==> config.mk <==
export PLATFORM = sky130hd
export DESIGN_NAME = video_timing_prog
export DESIGN_NICKNAME = d
export VERILOG_FILES = /design/src/rtl/video_timing_prog.sv
export SDC_FILE = /design/constraint.sdc
export NUM_CORES = 1
export LEC_CHECK = 0
export BUFFER_PORTS_ARGS = -buffer_cell sky130_fd_sc_hd__buf_2
export CORE_MARGIN = 2
export CORE_UTILIZATION = 54
export CTS_BUF_LIST = sky130_fd_sc_hd__clkbuf_2
export CTS_CLUSTER_SIZE = 14
export DETAILED_ROUTE_END_ITERATION = 10
export HOLD_SLACK_MARGIN = 0.03
export PLACE_DENSITY = 0.72
export SLEW_MARGIN = 20
export SYNTH_ARGS = -nofsm -noshare
export SYNTH_HDL_FRONTEND = slang
export SYNTH_SLANG_ARGS = --single-unit
==> constraint.sdc <==
create_clock -name clk -period 5.65 [get_ports clk]
set_clock_uncertainty 0.2 [all_clocks]
set_input_delay 0.565 -clock clk [delete_from_list [all_inputs] [get_ports clk]]
set_output_delay 0.565 -clock clk [all_outputs]
set_load 0.01 [all_outputs]
==> src/rtl/video_timing_prog.sv <==
// Programmable video timing generator with double-buffered timing registers.
// Writes land in a shadow bank; the whole bank is copied to the active bank
// on the last pixel of a frame, so a frame is always drawn with one timing.
module video_timing_prog #(
    parameter int unsigned CW           = 10,
    parameter int unsigned H_ACTIVE     = 704,
    parameter int unsigned H_SYNC_START = 746,
    parameter int unsigned H_SYNC_END   = 854,
    parameter int unsigned H_TOTAL_M1   = 909,
    parameter int unsigned V_ACTIVE     = 480,
    parameter int unsigned V_SYNC_START = 490,
    parameter int unsigned V_SYNC_END   = 492,
    parameter int unsigned V_TOTAL_M1   = 524,
    parameter bit          HSYNC_POL    = 1'b0,
    parameter bit          VSYNC_POL    = 1'b0
) (
    input  logic          clk,
    input  logic          reset,
    input  logic          cfg_wr,
    input  logic [2:0]    cfg_addr,
    input  logic [CW-1:0] cfg_wrdata,
    output logic          cfg_pending,
    output logic [CW-1:0] hpos,
    output logic [CW-1:0] vpos,
    output logic          hsync,
    output logic          vsync,
    output logic          hblank,
    output logic          vblank,
    output logic          blank,
    output logic          hlast,
    output logic          vlast,
    output logic          vnext,
    output logic          vnewframe
);

    // Register index map, shared by the shadow and active banks.
    localparam int unsigned R_H_ACTIVE = 0;
    localparam int unsigned R_HS_START = 1;
    localparam int unsigned R_HS_END   = 2;
    localparam int unsigned R_H_TOTAL  = 3;
    localparam int unsigned R_V_ACTIVE = 4;
    localparam int unsigned R_VS_START = 5;
    localparam int unsigned R_VS_END   = 6;
    localparam int unsigned R_V_TOTAL  = 7;

    localparam logic [CW-1:0] RST_VAL [8] = '{
        CW'(H_ACTIVE), CW'(H_SYNC_START), CW'(H_SYNC_END), CW'(H_TOTAL_M1),
        CW'(V_ACTIVE), CW'(V_SYNC_START), CW'(V_SYNC_END), CW'(V_TOTAL_M1)
    };

    logic [CW-1:0] hcnt_q, hcnt_d;
    logic [CW-1:0] vcnt_q, vcnt_d;
    logic [CW-1:0] act_q [8];
    logic [CW-1:0] act_d [8];
    logic [CW-1:0] shd_q [8];
    logic [CW-1:0] shd_d [8];
    logic          pending_q, pending_d;
    logic          vnewframe_q, vnewframe_d;
    logic          hs_on, vs_on, apply;

    // Zero-latency decode of counters against the active bank.
    always_comb begin
        hlast  = (hcnt_q == act_q[R_H_TOTAL]);
        vlast  = hlast && (vcnt_q == act_q[R_V_TOTAL]);
        hblank = (hcnt_q >= act_q[R_H_ACTIVE]);
        vblank = (vcnt_q >= act_q[R_V_ACTIVE]);
        blank  = hblank | vblank;
        vnext  = vcnt_q[0] & hlast;
        // Half-open windows; an empty or inverted window never fires.
        hs_on  = (act_q[R_HS_START] < act_q[R_HS_END]) &&
                 (hcnt_q >= act_q[R_HS_START]) && (hcnt_q < act_q[R_HS_END]);
        vs_on  = (act_q[R_VS_START] < act_q[R_VS_END]) &&
                 (vcnt_q >= act_q[R_VS_START]) && (vcnt_q < act_q[R_VS_END]);
        hsync  = HSYNC_POL ? hs_on : ~hs_on;
        vsync  = VSYNC_POL ? vs_on : ~vs_on;
        hpos        = hcnt_q;
        vpos        = vcnt_q;
        cfg_pending = pending_q;
        vnewframe   = vnewframe_q;
    end

    // Next-state: counters, shadow writes and the end-of-frame bank copy.
    always_comb begin
        hcnt_d      = hlast ? '0 : hcnt_q + 1'b1;
        vcnt_d      = vlast ? '0 : (hlast ? vcnt_q + 1'b1 : vcnt_q);
        vnewframe_d = hlast && (vcnt_q == act_q[R_V_ACTIVE]);
        apply       = vlast & pending_q;
        shd_d       = shd_q;
        act_d       = act_q;
        pending_d   = pending_q;
        // Active bank copies the shadow as it stood before any same-cycle write.
        if (apply) begin
            act_d     = shd_q;
            pending_d = 1'b0;
        end
        // A write in the apply cycle keeps pending set so it lands next frame.
        if (cfg_wr) begin
            shd_d[cfg_addr] = cfg_wrdata;
            pending_d       = 1'b1;
        end
    end

    // State registers; reset restores the parameter timing and drops pending writes.
    always_ff @(posedge clk) begin
        if (reset) begin
            hcnt_q      <= '0;
            vcnt_q      <= '0;
            pending_q   <= 1'b0;
            vnewframe_q <= 1'b0;
            for (int i = 0; i < 8; i++) begin
                act_q[i] <= RST_VAL[i];
                shd_q[i] <= RST_VAL[i];
            end
        end else begin
            hcnt_q      <= hcnt_d;
            vcnt_q      <= vcnt_d;
            pending_q   <= pending_d;
            vnewframe_q <= vnewframe_d;
            for (int i = 0; i < 8; i++) begin
                act_q[i] <= act_d[i];
                shd_q[i] <= shd_d[i];
            end
        end
    end

endmodule

# Word-level counts from Yosys, hierarchy flattened
# Index checks and enable logic that the tools add are counted.
[word_totals]
output_inout_bits = 30
input_bits = 16
wordCells = 56
mem_bits_rw = 0
latchBits = 0
regBits = 182
memories = 0
rom_bits = 0
[classes]
n_mul = 0
muxes = 5
n_lt_le_gt_ge = 10
eq_ne = 3
n_addsub = 2
div_mod_pow = 0
shifts = 0
n_reduce_logical = 10
n_bitwise = 6
[ops]
columns = ["cell", "n"]
rows = [
  ["bitwise mux 80 bit", 1],
  [">= comparator 10 bit", 4],
  ["less-than comparator 10 bit", 4],
  ["demux 10 bit (select 3 bit)", 1],
  ["== test 10 bit", 3],
  ["adder 10 x 1 -> 10 bit (second input constant)", 2],
  ["two-way mux 10 bit", 1],
  ["logical AND 1 bit", 7],
  [">= comparator 4 bit (second input constant)", 1],
  ["less-than comparator 4 x 1 -> 1 bit (second input constant)", 1],
  ["inverter 3 -> 4 bit", 1],
  ["OR reduction 2 bit", 2],
  ["AND 1 bit", 2],
  ["two-way mux 1 bit", 2],
  ["inverter 1 bit", 2],
  ["nonzero test 2 bit", 1],
  ["OR 1 bit", 1],
]

# Logic depth before layout (Yosys ltp)
# Gate-level depths: netlist (run 1).
[depth]
word_depth = 6
depth_mapped = 9
ltp_nobuf = 7

# Worst setup path before layout (run 1)
# No wires, ideal clock.
[synth_timing]
kind = "flip-flop to output port"
from = "register hcnt_q[0] (netlist: hpos[0])"
to = "output blank"
path_buffers = 0
required_time_ns = 4.885
arrival_ns = 1.914
slack_ns = 2.971
stages_incl_launch_ff = 8
cell_sequence = "dfxtp_1 > inv_1 > ha_1 > nand2b_1 > a211oi_1 > o311a_1 > o31ai_1 > or2_2"
[synth_via]
elab_chain_len = 2
[synth_rtl]
columns = ["element", "line", "source"]
rows = [
  ["from (decl)", "51", "logic [CW-1:0] hcnt_q, hcnt_d;"],
  ["from (signal assigned)", "115", "hcnt_q <= hcnt_d;"],
  [">= comparator 10 bit", "65", "hblank = (hcnt_q >= act_q[R_H_ACTIVE]);"],
  ["via hblank", "27", "output logic hblank,"],
  ["OR 1 bit", "67", "blank = hblank | vblank;"],
  ["to (decl)", "29", "output logic blank,"],
]
# The timed path passes the listed nets, and every way through them passes these cells.

# Worst setup path after layout (run 1)
[layout_timing]
from = "register hcnt_q[0] (netlist: hpos[0])"
to = "output blank"
[layout_via]
elab_chain_len = 2
[layout_rtl]
columns = ["element", "line"]
rows = [
  [">= comparator 10 bit", "65"],
  ["OR 1 bit", "67"],
]
# No other way between the ends.

==> results of run 1 <==
## cells in the mapped netlist, drive strengths merged (6+ instances only)
cell,n
a21o,12
a21oi,90
a311o,31
a31oi,43
and4,6
buf,29
clkbuf,57
dfxtp,182
ha,78
inv,64
mux2i,30
nand2,140
nand2b,9
nand3,30
nand4,49
nor2,39
nor2b,7
nor4,20
o21ai,22
o31ai,42
xnor2,23
xor2,11
## power by group
| group | switching [mW] | total (mW) | internal [mW] | leakage (nW) |
|---|---|---|---|---|
| registers | 0.0165 | 1.32 | 1.30 | 1.47 |
| clock network | 0.453 | 0.699 | 0.246 | 0.156 |
| logic | 0.0952 | 0.133 | 0.0380 | 2.37 |
## flip-flops by register name, summed over array words and instances, names as in the netlist
signal	cells
shd_q	80
vpos	10
cfg_pending	1
hpos	10
act_q	80
vnewframe	1
## layer usage
metal	wire [microns]	part of all wire	GRT usage	vias to the layer above
li1	-	-	-	3785
met1	10950	0.45	0.3762	3718
met2	11420	0.47	0.4513	255
met3	1410	0.058	0.04947	50
met4	665	0.027	0.1040	0
met5	0	0	0	-
## worst max path at each step
stage                  startpoint  endpoint  depth (start not counted)
3_3_place_gp   hpos[0]$_SDFF_PP0_     blank                          8
4_1_cts        hpos[0]$_SDFF_PP0_     blank                          8
5_1_grt        hpos[4]$_SDFF_PP0_     hlast                          6
3_5_place_dp   hpos[0]$_SDFF_PP0_     blank                          8
2_1_floorplan  hpos[0]$_SDFF_PP0_     blank                          7
6_report       hpos[0]$_SDFF_PP0_     blank                          8
## critical path: cells and delay by family (launching register included)
kind,cells,cell delay [ns]
simple gates,2,0.31
fa+ha+maj,1,0.28
compound gates,3,1.07
flops,1,0.53
buf+inv,2,0.22
## final cells by class
class                           instances  share of cell area
Sequential cell                       182              0.3759
Tap cell                              220             0.02837
Inverter                               65             0.02528
Timing Repair Buffer                   68             0.04694
Multi-Input combinational cell        719              0.4977
Clock inverter                         14             0.01625
Clock buffer                           18            0.009286
Antenna cell                            1           0.0002579
## cell families after synthesis
kind of cell | share of synthesized area
AOI/OAI and AO/OA | 0.1895
xor gates and xnor gates | 0.03280
adders and majority gates | 0.1075
buffers and inverters | 0.06782
DFF | 0.4014
muxes | 0.03308
and+or+nand+nor | 0.1679
==> impl_table.tex, run 1 <==
\begin{tabular}{lr}
\hline
Metric & Value \\
\hline
\multicolumn{2}{l}{\textbf{Route}} \\
\quad Via count of the routed design & between 7000 and 8000 \\
\quad Routed wire length & 24.45 mm \\
\quad Residual DRC & 0 \\
\quad Starting DRC count in detailed routing & 846 \\
\quad Post-DRT Antenna Nets & 0 \\
\quad Drt via density & 6.067 \\
\quad 1st-pass router iterations & 5 \\
\quad Average detailed-routed wire length per instance & 18.99 microns \\
\multicolumn{2}{l}{\textbf{Global routing}} \\
\quad Gr usage total & 0.2797 \\
\quad Number of global-route vias before repair & 7304 \\
\quad Number of antenna violations at the first check in global routing & 1 \\
\quad Wire length of the first global-routing pass & 39.34 mm \\
\quad Overflow left after global routing & 0 \\
\quad Pin count of the biggest net entering global routing & 84 \\
\multicolumn{2}{l}{\textbf{Floorplan}} \\
\quad Effective utilization at floorplan & 0.5493 \\
\quad CORE AREA & 0.01652 sq mm \\
\quad Die Height & approximately 130 microns \\
\quad Die extent in x & 133.7 microns \\
\quad Core Rows & 47 \\
\quad Floorplan die area & 0.01786 sq mm \\
\quad Number of top-level design ports & 46 \\
\multicolumn{2}{l}{\textbf{Cells and area}} \\
\quad Layout Cells excl Fill & 1287 \\
\quad Most common library cell in the layout ignoring fill and taps & dfxtp\_1 \\
\quad Fraction of final layout cells with drive strength greater than 1 & 0.09850 \\
\quad Final cell area excluding filler cells & 0.009702 sq mm \\
\quad Core Util, Final & 0.5871 \\
\quad Layout fillers & 1484 \\
\quad Number of nets in the layout & 1147 \\
\quad Combined area of the multi-input logic cells & 0.004828 sq mm \\
\quad Most frequent cells in the layout & 181 x dfxtp\_1, 140 x nand2\_1, 90 x a21oi\_1 \\
\quad FF+latch area & between 0.003 and 0.004 sq mm \\
\quad Area growth from synthesis to final layout & 6.878\% \\
\multicolumn{2}{l}{\textbf{Critical path}} \\
\quad Top fanout value on the critical path & 8 \\
\quad Number of cells on the worst reg-to-reg path & 6 \\
\quad Startpoint types & flop \\
\quad Type of the worst setup path & flop to primary output \\
\quad Worst path arrival time & 3.18 ns \\
\quad CP Data Required Time & 4.89 ns \\
\quad Setup slack, reg-to-reg & 2.52 ns \\
\quad Longest individual stage delay on the worst path & around 0.67 ns \\
\quad Master of the slowest instance on the critical path & o31ai\_1 \\
\quad Worst r2r src & vpos[8]\$\_SDFFE\_PP0P\_ \\
\quad Element type at the critical path end & primary output \\
\quad CP cell instances & inv\_1 -> ha\_1 -> nand2b\_1 -> a211oi\_1 -> o311a\_1 -> o31ai\_1 -> or2\_2 -> buf\_2 \\
\quad Critical register-to-register path endpoint & act\_q[79]\$\_SDFFE\_PP1P\_ \\
\multicolumn{2}{l}{\textbf{Clocking}} \\
\quad Quantity of gates resized following cts & 0 \\
\quad Clock Latency Late Sink & between 0.7 and 0.8 ns \\
\quad Number of buffers inserted to repair setup after CTS & 0 \\
\quad Hold-fix buffers at CTS & 12 \\
\quad Clock tree from TritonCTS & done \\
\quad Inserted Clock Buffers & 17 \\
\quad CTS Sinks & 182 \\
\quad H-tree levels & 4 \\
\quad Post-CTS clock slew at the launch and capture registers of the worst setup and hold paths & $\sim$0.24 ns \\
\quad Clk Tree Root Cell & clkbuf\_2 \\
\quad Maximum count of clock buffers along a single path & 2 \\
\multicolumn{2}{l}{\textbf{Worst hold path}} \\
\quad Tightest Hold Check Type & primary input to flop \\
\quad Worst Min Path Start & cfg\_addr[2] \\
\quad Instance count along the most critical hold path & 4 \\
\quad Hold Path End & shd\_q[66]\$\_SDFFE\_PP1P\_ \\
\multicolumn{2}{l}{\textbf{Synthesis}} \\
\quad Post-synthesis sequential area ratio & 0.4014 \\
\quad Number of distinct standard cells referenced by the synthesized netlist & 48 \\
\quad Proportion of netlist area held by the largest area contributor & 0.4014 \\
\quad Syn. warnings & 0 \\
\quad Summed instance area of the synthesized netlist & around 0.0091 sq mm \\
\quad Number of flip-flops and latches in the synthesized netlist & 182 \\
\quad Number of flops mapped to enable cells by yosys & 0 \\
\quad Proportion of synthesized flip-flops having asynchronous set or reset & 0 \\
\quad Leading cell types by total area after synthesis & dfxtp\_1 40\%, ha\_1 11\%, nand2\_1 5.8\%, a21oi\_1 5.0\%, o31ai\_1 3.5\% \\
\quad Syn\_nets & 1146 \\
\quad Cells after synthesis & 1052 \\
\quad Post-synthesis average cell area & 8.629 sq um \\
\quad Largest area contributor in the netlist & dfxtp\_1 \\
\quad Ys flop type & dfxtp\_1 \\
\multicolumn{2}{l}{\textbf{Timing}} \\
\quad WHS & about 0.16 ns \\
\quad Sum of negative setup slack & 0 ns \\
\quad Transition at the pin with the smallest max-transition slack & 1.107 ns \\
\quad Final worst setup slack & 1.701 ns \\
\quad Final critical-path required period & between 3 and 4 ns \\
\quad Hold Violations, Final & 0 \\
\quad Period utilisation layout & 0.6989 \\
\quad Highest Clock Rate & 253.2 MHz \\
\quad Number of setup violations in the final report & 0 \\
\quad Setup repair after global routing missed its margin & false \\
\quad Relative slew margins & 0.2577 \\
\quad Fin. max-slew vios & 0 \\
\multicolumn{2}{l}{\textbf{Placement}} \\
\quad Placer congestion estimate & 0.8654 \\
\quad Post-detail-place hpwl & $\sim$16 mm \\
\quad \# port buffers & 45 \\
\quad Number of cells in the design after placement & roughly 1200 \\
\quad Placed Instance Area & 0.009331 sq mm \\
\quad Setup slack after placement & 2.474 ns \\
\multicolumn{2}{l}{\textbf{Power and ir drop}} \\
\quad Leakage Power & 4.004 nW \\
\quad Pwr/cell area & 221.9 mW/mm\^{}2 \\
\quad Total power draw & 2.153 mW \\
\quad Worst vdd rail ir drop & 138.4 uV \\
\multicolumn{2}{l}{\textbf{Run}} \\
\quad Total of max-cap violations & 0 \\
\multicolumn{2}{l}{\textbf{Run status}} \\
\quad Run status & completed \\
\hline
\end{tabular}
No activity file was read; power rests on OpenSTA's default activity.
==> run 2: changes to the inputs <==
PLACE_DENSITY = 0.74   (was 0.72)
clock period = 3.17 ns   (was 5.65 ns; I/O delays follow)
==> impl_table.tex, run 2 (same netlist as run 1, synthesis figures left out) <==
\begin{tabular}{lr}
\hline
Metric & Value \\
\hline
\multicolumn{2}{l}{\textbf{Run status}} \\
\quad Run status & completed \\
\multicolumn{2}{l}{\textbf{Placement}} \\
\quad Post-detail-place hpwl & 16.81 mm (+8.3\%) \\
\quad \# port buffers & 45 (unchanged) \\
\quad Setup slack after placement & 0.4543 ns (-2.020 ns) \\
\quad Placer congestion estimate & 0.9076 (+4.9\%) \\
\multicolumn{2}{l}{\textbf{Critical path}} \\
\quad Worst path arrival time & 2.64 ns (-0.54 ns) \\
\quad Startpoint types & flop \\
\quad Setup slack, reg-to-reg & 0.40 ns (-2.12 ns) \\
\quad CP Data Required Time & 2.65 ns (-2.24 ns) \\
\quad Timing startpoint of the critical path & hpos[1]\$\_SDFF\_PP0\_ \\
\quad Type of the worst setup path & flop to primary output \\
\quad Worst r2r src & vpos[9]\$\_SDFFE\_PP0P\_ \\
\quad Number of cells on the worst reg-to-reg path & 8 (+2) \\
\quad Worst Setup EP & blank \\
\quad Top fanout value on the critical path & 7 (-1) \\
\quad Element type at the critical path end & primary output \\
\quad Critical register-to-register path endpoint & act\_q[49]\$\_SDFFE\_PP1P\_ \\
\multicolumn{2}{l}{\textbf{Cells and area}} \\
\quad Most common library cell in the layout ignoring fill and taps & dfxtp\_1 \\
\quad FF+latch area & 0.003696 sq mm (+1.3\%) \\
\quad Combined area of the multi-input logic cells & 0.005100 sq mm (+5.6\%) \\
\quad Layout fillers & 1378 (-7.1\%) \\
\quad Largest registers in the final layout & act\_q x80, shd\_q x80 \\
\quad Number of nets in the layout & 1199 (+4.5\%) \\
\quad Area growth from synthesis to final layout & 15.80\% \\
\quad Core Util, Final & 0.6361 (+0.04899) \\
\quad Most frequent cells in the layout & 154 x dfxtp\_1, 139 x nand2\_1, 88 x a21oi\_1 \\
\quad Fraction of final layout cells with drive strength greater than 1 & 0.1887 (+0.09023) \\
\multicolumn{2}{l}{\textbf{Route}} \\
\quad Residual DRC & 0 (unchanged) \\
\quad Average detailed-routed wire length per instance & 19.68 microns (+3.6\%) \\
\quad Via count of the routed design & 8160 (+4.5\%) \\
\quad Routed length on met1 & 11.83 mm (+8.0\%) \\
\quad Uppermost signal routing layer after detailed routing & met4 \\
\quad 1st-pass router iterations & 5 (unchanged) \\
\quad Routed wire length & 26.35 mm (+7.8\%) \\
\quad Met2 wire length & 11.92 mm (+4.4\%) \\
\quad Post-DRT Antenna Nets & 0 (unchanged) \\
\quad Met3 routed WL & 1.980 mm (+40\%) \\
\quad Starting DRC count in detailed routing & 842 (-0.47\%) \\
\quad Drt via density & 6.094 (+0.45\%) \\
\multicolumn{2}{l}{\textbf{Timing}} \\
\quad Transition at the pin with the smallest max-transition slack & 0.9039 ns (-0.2035 ns) \\
\quad Setup repair after global routing missed its margin & true \\
\quad Period utilisation layout & 0.9966 \\
\quad Sum of negative setup slack & 0 ns (unchanged) \\
\quad Fin. max-slew vios & 0 (unchanged) \\
\quad Relative slew margins & 0.3918 (+0.1341) \\
\quad Final critical-path required period & 3.159 ns \\
\quad Number of setup violations in the final report & 0 (unchanged) \\
\quad Hold Violations, Final & 0 (unchanged) \\
\quad Highest Clock Rate & around 320 MHz \\
\quad Final worst setup slack & 0.01080 ns (-1.690 ns) \\
\multicolumn{2}{l}{\textbf{Global routing}} \\
\quad Overflow left after global routing & 0 (unchanged) \\
\quad Wire length of the first global-routing pass & 41.53 mm (+5.6\%) \\
\quad Gr usage total & 0.2975 (+0.01782) \\
\quad Number of global-route vias before repair & 7743 (+6.0\%) \\
\quad Number of antenna violations at the first check in global routing & 1 (unchanged) \\
\quad Pin count of the biggest net entering global routing & 69 (-18\%) \\
\multicolumn{2}{l}{\textbf{Clocking}} \\
\quad CTS Sinks & 182 (unchanged) \\
\quad Clock tree from TritonCTS & done \\
\quad Clk Tree Root Cell & clkbuf\_2 \\
\quad Clock Latency Late Sink & 0.80 ns (+0.04 ns) \\
\quad Maximum count of clock buffers along a single path & 2 (unchanged) \\
\quad Inserted Clock Buffers & 17 (unchanged) \\
\quad H-tree levels & 4 (unchanged) \\
\quad Post-CTS clock slew at the launch and capture registers of the worst setup and hold paths & 0.27 ns (+0.03 ns) \\
\multicolumn{2}{l}{\textbf{Worst hold path}} \\
\quad Tightest Hold Check Type & primary input to flop \\
\quad Instance count along the most critical hold path & 3 (-1) \\
\multicolumn{2}{l}{\textbf{Power and ir drop}} \\
\quad Pwr/cell area & 361.5 mW/mm\^{}2 (+63\%) \\
\quad Leakage Power & 4.299 nW (+7.4\%) \\
\quad Worst vdd rail ir drop & 194.8 uV (+41\%) \\
\multicolumn{2}{l}{\textbf{Floorplan}} \\
\quad Number of top-level design ports & 46 (unchanged) \\
\quad Die extent in x & 133.7 microns (unchanged) \\
\quad Core Rows & 47 (unchanged) \\
\quad Effective utilization at floorplan & 0.5493 (unchanged) \\
\quad Floorplan die area & 0.01786 sq mm (unchanged) \\
\quad Die Height & 133.7 microns (unchanged) \\
\quad CORE AREA & 0.01652 sq mm (unchanged) \\
\multicolumn{2}{l}{\textbf{Run}} \\
\quad Total of max-cap violations & 0 (unchanged) \\
\hline
\end{tabular}
## run 2: cell types whose count changed in the layout (fill, tap and decap cells not counted), moves of 6 or more
cell	before	now
dlygate4sd3_1	12	21
buf_4	10	47
dfxtp_1	181	154
dfxtp_4	1	7
clkinv_2	7	1
dfxtp_2	0	21
inv_1	63	57
ha_1	78	65
ha_4	0	11
## run 2: metal layers
layer | up-vias | GRT usage
li1 | 3907 | -
met1 | 3871 | 0.4129
met2 | 333 | 0.4599
met3 | 49 | 0.06202
met4 | 0 | 0.1058
met5 | - | 0
## run 2: what timing repair did
item,CTS,global route
endpoints found under the hold margin,122,0
endpoints found under the setup margin,7,5
buffers inserted,15,7
pin swaps,17,17
gates cloned,0,1
hold buffers,21,0
resized for setup,59,35
## run 2: how the worst min path moves through the flow
stage | slack (ns) | endpoint | start
6_report | 0.12 | cfg_pending$_SDFFE_PP0P_ | cfg_wr
5_1_grt | 0.06 | cfg_pending$_SDFFE_PP0P_ | cfg_wr
4_1_cts | 0.05 | cfg_pending$_SDFFE_PP0P_ | cfg_wr
3_5_place_dp | 0.25 | shd_q[10]$_SDFFE_PP0P_ | shd_q[10]$_SDFFE_PP0P_
3_3_place_gp | 0.24 | shd_q[19]$_SDFFE_PP0P_ | shd_q[19]$_SDFFE_PP0P_
2_1_floorplan | 0.24 | shd_q[0]$_SDFFE_PP0P_ | shd_q[0]$_SDFFE_PP0P_
## run 2: cell type report
cell class                 count  share of cell area
multi-input combinational    719              0.4852
timing repair buffer         120             0.08928
inverter                      65             0.02416
antenna                        1           0.0002381
clock buffer                  17            0.008094
tap                          220             0.02619
clock inverter                15             0.01524
sequential                   182              0.3516
## run 2: critical path: stages (launching register included)
cell and delay (ns):
dfxtp_2 0.39, buf_4 0.17, ha_1 0.32, a211oi_2 0.07, o311a_1 0.32, o31ai_4 0.35, or2_4 0.18, buf_6 0.09
## run 2: report_power, final
group | leakage (nW) | internal, mW | switching, mW | total (mW)
logic | 2.67 | 0.0849 | 0.176 | 0.261
clock network | 0.148 | 0.260 | 0.925 | 1.18
registers | 1.48 | 2.32 | 0.0316 | 2.35
## run 2: per-stage QoR
| step | hold slack (ns) | area (sq um) | power [mW] | instances |
|---|---|---|---|---|
| 6_report | 0.1173 | 10510 | 3.800 | 1339 |
| 2_1_floorplan | 0.2370 | 9077 | 2.541 | 1052 |
| 3_3_place_gp | 0.2425 | 9494 | 2.618 | 1262 |
| 4_1_cts | 0.04558 | 10310 | 3.814 | 1330 |
| 5_1_grt | 0.05884 | 10510 | 3.926 | 1339 |
| 3_5_place_dp | 0.2471 | 9494 | 2.622 | 1262 |
==> run 3: changes to the inputs <==
CORE_UTILIZATION = 25   (was 54)
PLACE_DENSITY = 0.38   (was 0.74)
==> impl_table.tex, run 3 (same netlist as run 1, synthesis figures left out) <==
\begin{tabular}{lr}
\hline
Metric & Value \\
\hline
\multicolumn{2}{l}{\textbf{Floorplan}} \\
\quad Die extent in x & 194.6 microns (+46\%) \\
\quad Effective utilization at floorplan & 0.2546 (-0.2947) \\
\quad Number of top-level design ports & 46 (unchanged) \\
\quad Core Rows & 69 (+47\%) \\
\quad Die Height & 194.6 microns (+46\%) \\
\quad CORE AREA & 0.03566 sq mm (+120\%) \\
\quad Floorplan die area & 0.03785 sq mm (+110\%) \\
\multicolumn{2}{l}{\textbf{Timing}} \\
\quad Final critical-path required period & 3.092 ns (-0.06696 ns) \\
\quad Hold Violations, Final & 0 (unchanged) \\
\quad Fin. max-slew vios & 0 (unchanged) \\
\quad Relative slew margins & 0.3878 (-0.003983) \\
\quad Period utilisation layout & 0.9755 (-0.02112) \\
\quad Setup repair after global routing missed its margin & true \\
\quad Highest Clock Rate & 323.4 MHz (+2.2\%) \\
\quad Number of setup violations in the final report & 0 (unchanged) \\
\quad Transition at the pin with the smallest max-transition slack & 0.9149 ns (+0.01093 ns) \\
\multicolumn{2}{l}{\textbf{Critical path}} \\
\quad Worst r2r src & hpos[7]\$\_SDFF\_PP0\_ \\
\quad Type of the worst setup path & flop to primary output \\
\quad CP Data Required Time & 2.65 ns (about the same) \\
\quad Element type at the critical path end & primary output \\
\quad Sum of buffers and inverters on the critical path & 2 (unchanged) \\
\quad Master of the slowest instance on the critical path & dfxtp\_2 \\
\quad Number of cells on the worst reg-to-reg path & 10 (+2) \\
\quad Critical register-to-register path endpoint & cfg\_pending\$\_SDFFE\_PP0P\_ \\
\quad CP cell instances & buf\_8 -> ha\_4 -> and4\_4 -> a2111oi\_4 -> o211ai\_1 -> a211o\_1 -> buf\_6 \\
\quad Instance count on the critical path & 7 (unchanged) \\
\quad Worst path arrival time & 2.58 ns (-0.06 ns) \\
\quad Longest individual stage delay on the worst path & 0.40 ns (about the same) \\
\quad Worst Setup EP & hsync \\
\quad Startpoint types & flop \\
\quad Setup slack, reg-to-reg & 0.15 ns (-0.25 ns) \\
\quad Timing startpoint of the critical path & hpos[7]\$\_SDFF\_PP0\_ \\
\quad Top fanout value on the critical path & 5 (-2) \\
\quad Family with the most delay on the worst path & compound AO/OA/AOI/OAI gates \\
\multicolumn{2}{l}{\textbf{Placement}} \\
\quad \# port buffers & 45 (unchanged) \\
\quad Placer congestion estimate & 0.7517 (-17\%) \\
\quad Number of cells in the design after placement & 1509 (+20\%) \\
\quad Post-detail-place hpwl & 20.26 mm (+21\%) \\
\multicolumn{2}{l}{\textbf{Clocking}} \\
\quad Clk Tree Root Cell & clkbuf\_2 \\
\quad H-tree levels & 4 (unchanged) \\
\quad Clock Latency Late Sink & 0.83 ns (+0.03 ns) \\
\quad Maximum count of clock buffers along a single path & 2 (unchanged) \\
\quad Post-CTS clock slew at the launch and capture registers of the worst setup and hold paths & 0.29 ns (+0.02 ns) \\
\quad CTS Sinks & 182 (unchanged) \\
\quad Clock tree from TritonCTS & done \\
\quad Inserted Clock Buffers & 17 (unchanged) \\
\multicolumn{2}{l}{\textbf{Cells and area}} \\
\quad Most common library cell in the layout ignoring fill and taps & dfxtp\_1 \\
\quad Fraction of final layout cells with drive strength greater than 1 & 0.2228 (+0.03407) \\
\quad Most frequent cells in the layout & 152 x dfxtp\_1, 139 x nand2\_1, 84 x a21oi\_1 \\
\quad Layout Cells excl Fill & 1622 (+21\%) \\
\quad Core Util, Final & 0.3234 (-0.3127) \\
\quad Area growth from synthesis to final layout & 27.02\% \\
\quad Layout fillers & 3723 (+170\%) \\
\quad Largest registers in the final layout & act\_q x80, shd\_q x80 \\
\quad Number of nets in the layout & 1240 (+3.4\%) \\
\multicolumn{2}{l}{\textbf{Global routing}} \\
\quad Number of antenna violations at the first check in global routing & 2 (+1) \\
\quad Overflow left after global routing & 0 (unchanged) \\
\quad Pin count of the biggest net entering global routing & 112 (+62\%) \\
\quad Number of global-route vias before repair & 7835 (+1.2\%) \\
\quad Gr usage total & 0.1774 (-0.1202) \\
\quad Wire length of the first global-routing pass & 50.72 mm (+22\%) \\
\multicolumn{2}{l}{\textbf{Run status}} \\
\quad Run status & completed \\
\multicolumn{2}{l}{\textbf{Route}} \\
\quad Residual DRC & 0 (unchanged) \\
\quad Via count of the routed design & 8091 (-0.85\%) \\
\quad Routed wire length & 33.40 mm (+27\%) \\
\quad Drt via density & 4.988 (-18\%) \\
\quad Post-DRT Antenna Nets & 0 (unchanged) \\
\quad Average detailed-routed wire length per instance & 20.59 microns (+4.6\%) \\
\quad Starting DRC count in detailed routing & 475 (-44\%) \\
\quad 1st-pass router iterations & 5 (unchanged) \\
\multicolumn{2}{l}{\textbf{Power and ir drop}} \\
\quad Total power draw & 3.872 mW (+1.9\%) \\
\quad Pwr/cell area & 335.8 mW/mm\^{}2 (-7.1\%) \\
\quad Leakage Power & 4.595 nW (+6.9\%) \\
\quad Worst vdd rail ir drop & 169.6 uV (-13\%) \\
\multicolumn{2}{l}{\textbf{Run}} \\
\quad Total of max-cap violations & 0 (unchanged) \\
\multicolumn{2}{l}{\textbf{Worst hold path}} \\
\quad Tightest Hold Check Type & primary input to flop \\
\hline
\end{tabular}
-- run 3: worst min path at each step --
stage / end / slack, ns / cells after the start / from
after CTS: shd_q[50]$_SDFFE_PP0P_ / 0.15 / 4 / cfg_wrdata[0]
after detailed placement: shd_q[74]$_SDFFE_PP0P_ / 0.25 / 2 / shd_q[74]$_SDFFE_PP0P_
after global routing: shd_q[73]$_SDFFE_PP0P_ / 0.13 / 4 / cfg_wrdata[3]
after global placement: shd_q[14]$_SDFFE_PP0P_ / 0.24 / 2 / shd_q[14]$_SDFFE_PP0P_
final: shd_q[50]$_SDFFE_PP0P_ / 0.23 / 4 / cfg_wrdata[0]
after floorplan: shd_q[0]$_SDFFE_PP0P_ / 0.24 / 2 / shd_q[0]$_SDFFE_PP0P_
-- run 3: cell type report --
type                       count  area [sq um]  area share
multi-input combinational    719          5246      0.4550
sequential                   182          3706      0.3214
timing repair buffer         161          1508      0.1308
tap                          461         576.8     0.05003
inverter                      65         259.0     0.02246
clock inverter                14         141.4     0.01226
clock buffer                  17         85.08    0.007379
antenna                        3         7.507   0.0006511
-- run 3: what timing repair did --
| item | 4_1_cts | 5_1_grt |
|---|---|---|
| endpoints found under the hold margin | 161 | 0 |
| endpoints found under the setup margin | 8 | 7 |
| gates resized for setup | 110 | 28 |
| gates cloned | 4 | 1 |
| hold buffers | 31 | 0 |
| setup buffers | 34 | 9 |
| pin swaps | 30 | 17 |
-- run 3: worst register-to-register path, cell delays in order, from the launching register on --
cell and delay [ns]:
dfxtp_2 0.40, buf_4 0.13, xnor2_2 0.16, nand4_1 0.16
or3_4 0.51, inv_6 0.11, buf_4 0.13, bufbuf_16 0.33
a21oi_1 0.09, o21a_1 0.17, dlygate4sd3_1 0.54
-- run 3: layer usage --
layer | vias to the layer above | GRT usage | wire, microns
li1 | 3985 | - | -
met1 | 3976 | 0.2526 | 16970
met2 | 116 | 0.2867 | 15430
met3 | 14 | 0.02065 | 628
met4 | 0 | 0.03932 | 367
met5 | - | 0 | 0
-- run 3: stage by stage --
stage	hold WS, ns	cell area [sq um]	setup TNS, ns	worst slack (ns)
detailed placement	0.2489	9903	0	0.3893
finish	0.2318	11530	0	0.07776
floorplan	0.2370	9077	0	0.7388
global placement	0.2450	9903	0	0.4176
CTS	0.1544	11280	-0.001884	-0.001884
global route	0.1332	11530	-0.5040	-0.1050
-- run 3: power by group --
| group | total [mW] | internal [mW] | switching [mW] |
|---|---|---|---|
| sequential | 2.34 | 2.32 | 0.0219 |
| combinational | 0.304 | 0.0999 | 0.204 |
| clock | 1.23 | 0.303 | 0.922 |
